**config.mk**
```make
export PLATFORM = sky130hd
export DESIGN_NAME = mic_frame_writer
export DESIGN_NICKNAME = d
export VERILOG_FILES = /design/src/rtl/mic_frame_writer.sv
export SDC_FILE = /design/constraint.sdc
export NUM_CORES = 1
export LEC_CHECK = 0
export CORE_UTILIZATION = 44
export DETAILED_ROUTE_END_ITERATION = 10
export PLACE_DENSITY_LB_ADDON = 0.25
export SYNTH_ARGS = -nofsm -noshare
export SYNTH_HDL_FRONTEND = slang
export SYNTH_SLANG_ARGS = --single-unit
```
**constraint.sdc**
```tcl
create_clock -name sys_clk -period 1.7 [get_ports sys_clk]
set_input_delay 0.17 -clock sys_clk [delete_from_list [all_inputs] [get_ports sys_clk]]
set_output_delay 0.17 -clock sys_clk [all_outputs]
set_load 0.05 [all_outputs]
```
**src/rtl/mic_frame_writer.sv**
```systemverilog
// Packs MIC_N-channel PCM sample sets into ping-pong RAM banks and posts a mailbox word + IRQ per frame.
// Define MIC_FRAME_TIMESTAMP_EN to prepend a sample-edge count header word to each bank.
module mic_frame_writer #(
  parameter int MIC_N     = 8,
  parameter int SAMPLE_W  = 16,
  parameter int FRAME_LEN = 64,
  parameter int ADDR_W    = 10,
  parameter int MBOX_ADDR = 1023
) (
  input  logic                      sys_clk,
  input  logic                      core_reset_n,
  input  logic                      enable,
  input  logic [MIC_N*SAMPLE_W-1:0] sample_data,
  input  logic                      sample_valid,
  output logic [ADDR_W-1:0]         ram_address,
  output logic                      ram_chipselect,
  output logic                      ram_write,
  output logic [31:0]               ram_writedata,
  output logic [3:0]                ram_byteenable,
  input  logic [31:0]               ram_readdata,
  output logic                      irq,
  output logic [15:0]               overrun_cnt,
  output logic [15:0]               drop_cnt
);
  localparam int SET_W = MIC_N*SAMPLE_W;
  localparam int WPS   = SET_W/32;
`ifdef MIC_FRAME_TIMESTAMP_EN
  localparam int HDR   = 1;
`else
  localparam int HDR   = 0;
`endif
  localparam int WPB   = FRAME_LEN*WPS + HDR;
  localparam int WW    = (WPS > 1) ? $clog2(WPS) : 1;
  localparam int SW    = (FRAME_LEN > 1) ? $clog2(FRAME_LEN+1) : 1;

  localparam logic [ADDR_W-1:0] A_WPB  = ADDR_W'(WPB);
  localparam logic [ADDR_W-1:0] A_WPS  = ADDR_W'(WPS);
  localparam logic [ADDR_W-1:0] A_HDR  = ADDR_W'(HDR);
  localparam logic [ADDR_W-1:0] A_MBOX = ADDR_W'(MBOX_ADDR);
  localparam logic [WW-1:0]     LAST_W = WW'(WPS-1);
  localparam logic [SW-1:0]     LAST_S = SW'(FRAME_LEN-1);

  typedef enum logic [2:0] {IDLE, WR_HDR, WR_SET, FRAME_END, MBOX_WR, POLL_RD, POLL_CHK} state_t;

  state_t                  r_state, w_nxt;
  logic [2:0]              r_sync;
  logic                    r_pending;
  logic [WPS-1:0][31:0]    r_snap;
  logic [WW-1:0]           r_word;
  logic [SW-1:0]           r_set_idx;
  logic                    r_bank;
  logic [15:0]             r_seq;
  logic                    r_mbox_busy;
  logic [15:0]             r_over, r_drop;
  logic                    w_edge, w_take, w_drop, w_set_done, w_first_hdr;
  logic [ADDR_W-1:0]       w_base;

  assign w_edge     = r_sync[1] & ~r_sync[2];
  assign w_take     = w_edge & enable & ~r_pending;
  assign w_drop     = w_edge & enable & r_pending;
  assign w_set_done = (r_state == WR_SET) && (r_word == LAST_W);
  assign w_base     = r_bank ? A_WPB : '0;

  assign ram_byteenable = 4'b1111;
  assign irq            = r_mbox_busy;
  assign overrun_cnt    = r_over;
  assign drop_cnt       = r_drop;

  // Capture side: synchronise the slow-domain valid, snapshot one set at a time.
  always_ff @(posedge sys_clk or negedge core_reset_n) begin
    if (!core_reset_n) begin
      r_sync    <= '0;
      r_pending <= 1'b0;
      r_snap    <= '0;
      r_drop    <= '0;
    end else begin
      r_sync <= {r_sync[1:0], sample_valid};
      if (w_take) begin
        r_snap    <= sample_data;
        r_pending <= 1'b1;
      end else if (w_set_done) begin
        r_pending <= 1'b0;
      end
      if (w_drop && r_drop != 16'hFFFF) r_drop <= r_drop + 16'd1;
    end
  end

`ifdef MIC_FRAME_TIMESTAMP_EN
  logic [31:0] r_edge_cnt, r_ts;
  assign w_first_hdr = (r_set_idx == '0);
  // Header reports edges seen before the frame's first captured set.
  always_ff @(posedge sys_clk or negedge core_reset_n) begin
    if (!core_reset_n) begin
      r_edge_cnt <= '0;
      r_ts       <= '0;
    end else begin
      if (w_edge) r_edge_cnt <= r_edge_cnt + 32'd1;
      if (w_take) r_ts       <= r_edge_cnt;
    end
  end
`else
  assign w_first_hdr = 1'b0;
`endif

  always_ff @(posedge sys_clk or negedge core_reset_n) begin
    if (!core_reset_n) r_state <= IDLE;
    else               r_state <= w_nxt;
  end

  always_comb begin
    w_nxt = r_state;
    case (r_state)
      IDLE: begin
        if (r_pending)        w_nxt = w_first_hdr ? WR_HDR : WR_SET;
        else if (r_mbox_busy) w_nxt = POLL_RD;
      end
      WR_HDR:    w_nxt = WR_SET;
      WR_SET:    if (r_word == LAST_W) w_nxt = (r_set_idx == LAST_S) ? FRAME_END : IDLE;
      FRAME_END: w_nxt = r_mbox_busy ? IDLE : MBOX_WR;
      MBOX_WR:   w_nxt = IDLE;
      POLL_RD:   w_nxt = POLL_CHK;
      POLL_CHK:  w_nxt = IDLE;
      default:   w_nxt = IDLE;
    endcase
  end

  always_comb begin
    ram_chipselect = 1'b0;
    ram_write      = 1'b0;
    ram_address    = '0;
    ram_writedata  = '0;
    case (r_state)
`ifdef MIC_FRAME_TIMESTAMP_EN
      WR_HDR: begin
        ram_chipselect = 1'b1;
        ram_write      = 1'b1;
        ram_address    = w_base;
        ram_writedata  = r_ts;
      end
`endif
      WR_SET: begin
        ram_chipselect = 1'b1;
        ram_write      = 1'b1;
        ram_address    = w_base + A_HDR + ADDR_W'(r_set_idx) * A_WPS + ADDR_W'(r_word);
        ram_writedata  = r_snap[r_word];
      end
      MBOX_WR: begin
        ram_chipselect = 1'b1;
        ram_write      = 1'b1;
        ram_address    = A_MBOX;
        ram_writedata  = {1'b1, 14'd0, r_bank, r_seq};
      end
      POLL_RD: begin
        ram_chipselect = 1'b1;
        ram_address    = A_MBOX;
      end
      default: ;
    endcase
  end

  // Frame bookkeeping; an overrun rewrites the same bank with the same seq.
  always_ff @(posedge sys_clk or negedge core_reset_n) begin
    if (!core_reset_n) begin
      r_word      <= '0;
      r_set_idx   <= '0;
      r_bank      <= 1'b0;
      r_seq       <= '0;
      r_mbox_busy <= 1'b0;
      r_over      <= '0;
    end else begin
      case (r_state)
        WR_SET: begin
          if (r_word == LAST_W) begin
            r_word    <= '0;
            r_set_idx <= r_set_idx + SW'(1);
          end else begin
            r_word    <= r_word + WW'(1);
          end
        end
        FRAME_END: begin
          if (r_mbox_busy) begin
            r_set_idx <= '0;
            if (r_over != 16'hFFFF) r_over <= r_over + 16'd1;
          end
        end
        MBOX_WR: begin
          r_mbox_busy <= 1'b1;
          r_bank      <= ~r_bank;
          r_set_idx   <= '0;
          r_seq       <= r_seq + 16'd1;
        end
        POLL_CHK: if (ram_readdata == 32'd0) r_mbox_busy <= 1'b0;
        default: ;
      endcase
    end
  end
endmodule

```
==> results of run 1 <==
==> logic make-up after synthesis <==
logic type,synth area share (%)
AO/OA/AOI/OAI,4.56
AND/OR/NAND/NOR,11.5
multiplexers,24.5
adder cells (fa/ha/maj),0.816
flip-flops,52.8
buffers and inverters,2.30
other,0.0408
XOR/XNOR,3.52
==> layout by cell type, fill, tap and decap left out, types with 8 or more instances in the layout <==
cell type / synthesis / routed
nor3_1: 13 / 11
buf_4: 5 / 79
buf_6: 0 / 16
clkdlybuf4s50_1: 0 / 162
xor2_1: 20 / 20
clkbuf_16: 0 / 19
a22o_4: 0 / 8
dfrtp_1: 194 / 157
buf_12: 0 / 62
nor4_1: 11 / 9
nand2_1: 32 / 25
and2_4: 0 / 14
xnor2_1: 17 / 17
mux2_2: 131 / 131
a21o_4: 0 / 9
nor2_1: 16 / 11
mux4_2: 32 / 32
nand3_1: 23 / 21
dfrtp_2: 0 / 37
nand4_1: 8 / 8
==> per-stage QoR <==
stage	setup WS, ns	cell area, um2
6_report	-0.497	14200
5_1_grt	-0.557	14200
4_1_cts	-0.534	13900
3_5_place_dp	-0.104	12900
3_3_place_gp	-0.0937	12900
2_1_floorplan	-0.117	9380
==> metal layers <==
| layer | routed length (um) | share of wire, % | vias up | GRT usage, % |
|---|---|---|---|---|
| met5 | 0 | 0 | - | 0 |
| met4 | 341 | 1.4 | 0 | 6.46 |
| met3 | 1410 | 5.9 | 28 | 6.25 |
| met2 | 12100 | 51 | 207 | 37.7 |
| met1 | 10000 | 42 | 3416 | 28.2 |
| li1 | - | - | 3105 | - |
==> sequential cells by signal, indices dropped and copies added (netlist names) <==
register / flops
drop_cnt: 16
irq: 1
overrun_cnt: 16
r_bank: 1
r_pending: 1
r_seq: 16
r_set_idx: 7
r_snap: 128
r_state: 3
r_sync: 3
r_word: 2
==> cell type report <==
type	count	area (um2)
multi-input cells	436	4580
clock buffers	20	437
inverters	6	22.5
well taps	270	338
repair buffers	330	3800
fillers	1442	6140
clock inverters	12	144
flip-flops and latches	194	4900
==> power groups by stage <==
stage | registers, uW | clock network (uW) | logic, uW
3_5_place_dp | 7640 | 0 | 12600
4_1_cts | 7580 | 4140 | 13900
5_1_grt | 7840 | 4350 | 15000
2_1_floorplan | 7520 | 0 | 7070
3_3_place_gp | 7540 | 0 | 12400
6_report | 7600 | 4060 | 14300
==> worst min-delay path by stage <==
stage | end | slack [ns]
4_1_cts | drop_cnt[14] | 0.22
2_1_floorplan | drop_cnt[0] | -0.13
3_3_place_gp | drop_cnt[14] | 0.12
6_report | drop_cnt[15] | 0.21
5_1_grt | drop_cnt[14] | 0.23
3_5_place_dp | drop_cnt[14] | 0.12
==> timing repair <==
item / CTS / global route
hold buffers: 1 / 0
cloned: 4 / 2
resized for setup: 58 / 53
setup endpoints to repair: 51 / 65
buffers inserted: 14 / 16
endpoints found under the hold margin: 66 / 0
pin swaps: 14 / 16
==> metrics.txt, run 1 <==
final worst slack -0.497 ns; PortBufs 240; synthesized instance count 671; Final Cycle Share 129%; flop-to-flop setup slack -0.13 ns; drt total wl 23.9 mm; CTS tree built; ANT nets after route 0; Die ar. 0.0215 mm2; largest stage delay on the critical path about 0.50 ns; post-placement cell count approximately 1200; Worst Clk Skew 0.0123 ns; total power 26000 uW; Peak VDD IR roughly 0.0013 V; Seq/Total Area, Yosys 52.8%; CP max FO 13; worst r2r path cells 8; synth cell count leaders dfrtp_1 (194), mux2_2 (131), mux4_2 (32), nand2_1 (32), nand3_1 (23); routed len/inst 18.9 um; final cell count without fillers 1268; crit path kind reg2out; Pint 16600 uW; CP top delay family multiplexers; Nets 1155; Seq cells post-synth 194; Worst Path Buf+Inv 3; Initial Util ~45%; r2r startpoint r_word[0]; most common cell in the netlist dfrtp_1; largest net degree at the start of global routing 64; row cnt 52; drt pass-1 iters 4; register share of total power 29.3%; PD cells between 1500 and 2000 mW/mm2; Distinct cells, synth 57; final setup fails 50; Avg Inst Size Synth between 10 and 15 um2; Die Span Y roughly 150 um; vias 6756; Total Neg Setup Slack -18.41 ns; share of post-route cells with drive strength above 1 48.0%; fin. max-slew vios 0; Critical path origin r_word[0]; max cap viols 0; vias in the first global route 7176; Tmin final 2.20 ns; CP endpoint kind primary output; slowest CP cell mux4_2; total track usage 22.4%; clock group share of total power 15.6%; Antenna Cells 0; Worst setup endpoint ram_writedata[4]; clk_lat worst skew 0.43 ns; r2r endpoint r_set_idx[6]; Die X 147 um; drt first-iter violations 198; RSZ-0062 raised after global routing true; Leak Pwr 0.00615 uW; number of enable flip-flop cells after synthesis 0; TritonCTS buffer count 17; post-synth top area share 52.8%; Final Hold Viols 0; Core Box Area 0.0204 mm2; CP Launch Type flop; Yosys warning count 0; fin util between 60% and 70%; CP arrival 2.03 ns; Switch Pwr 9410 uW; most used cell, CP buf_12; dominant cell type by area after synthesis dfrtp_1; Post-DP HPWL 16.7 mm; CP Cell Sequence buf_12 -> buf_12 -> mux4_2 -> a22o_4 -> buf_12; H-tree depth 4; vias per cell 5.33; synth top area cells dfrtp_1 (53%), mux2_2 (16%), mux4_2 (7.8%); WHS 0.209 ns; FMAX 455 MHz; TritonCTS Sinks between 150 and 200; RePlAce Congestion 0.812; HP Class in2async; DRC errors left 0; Worst-path clk slew 0.07 ns; worst path required time 1.53 ns; critical path depth 5; synth-to-layout area growth 54.6%; cell area after synthesis 0.00920 mm2; Sw Share between 30% and 40%; run status complete, but fails checks; Top FF cell, synth dfrtp_1; first-pass GRT wire length 37.4 mm; Top Ports 245; antenna violations before repair 0; Comb power frac between 50% and 60%; asr flop ratio synth 100%; failing checks setup timing; clock tree buffer depth 2; total gr overflow 0; root buffer cell clkbuf_16
No activity file was read; power rests on OpenSTA's default activity.
==> inputs of run 2 (changes only) <==
--- a/config.mk
+++ b/config.mk
@@ -5,6 +5,7 @@
 export SDC_FILE = /design/constraint.sdc
 export NUM_CORES = 1
 export LEC_CHECK = 0
+export CAP_MARGIN = 25
 export CORE_UTILIZATION = 44
 export DETAILED_ROUTE_END_ITERATION = 10
 export PLACE_DENSITY_LB_ADDON = 0.25
==> results of run 2 <==
No change in the layout: final DEF, timing and power equal those of run 1.
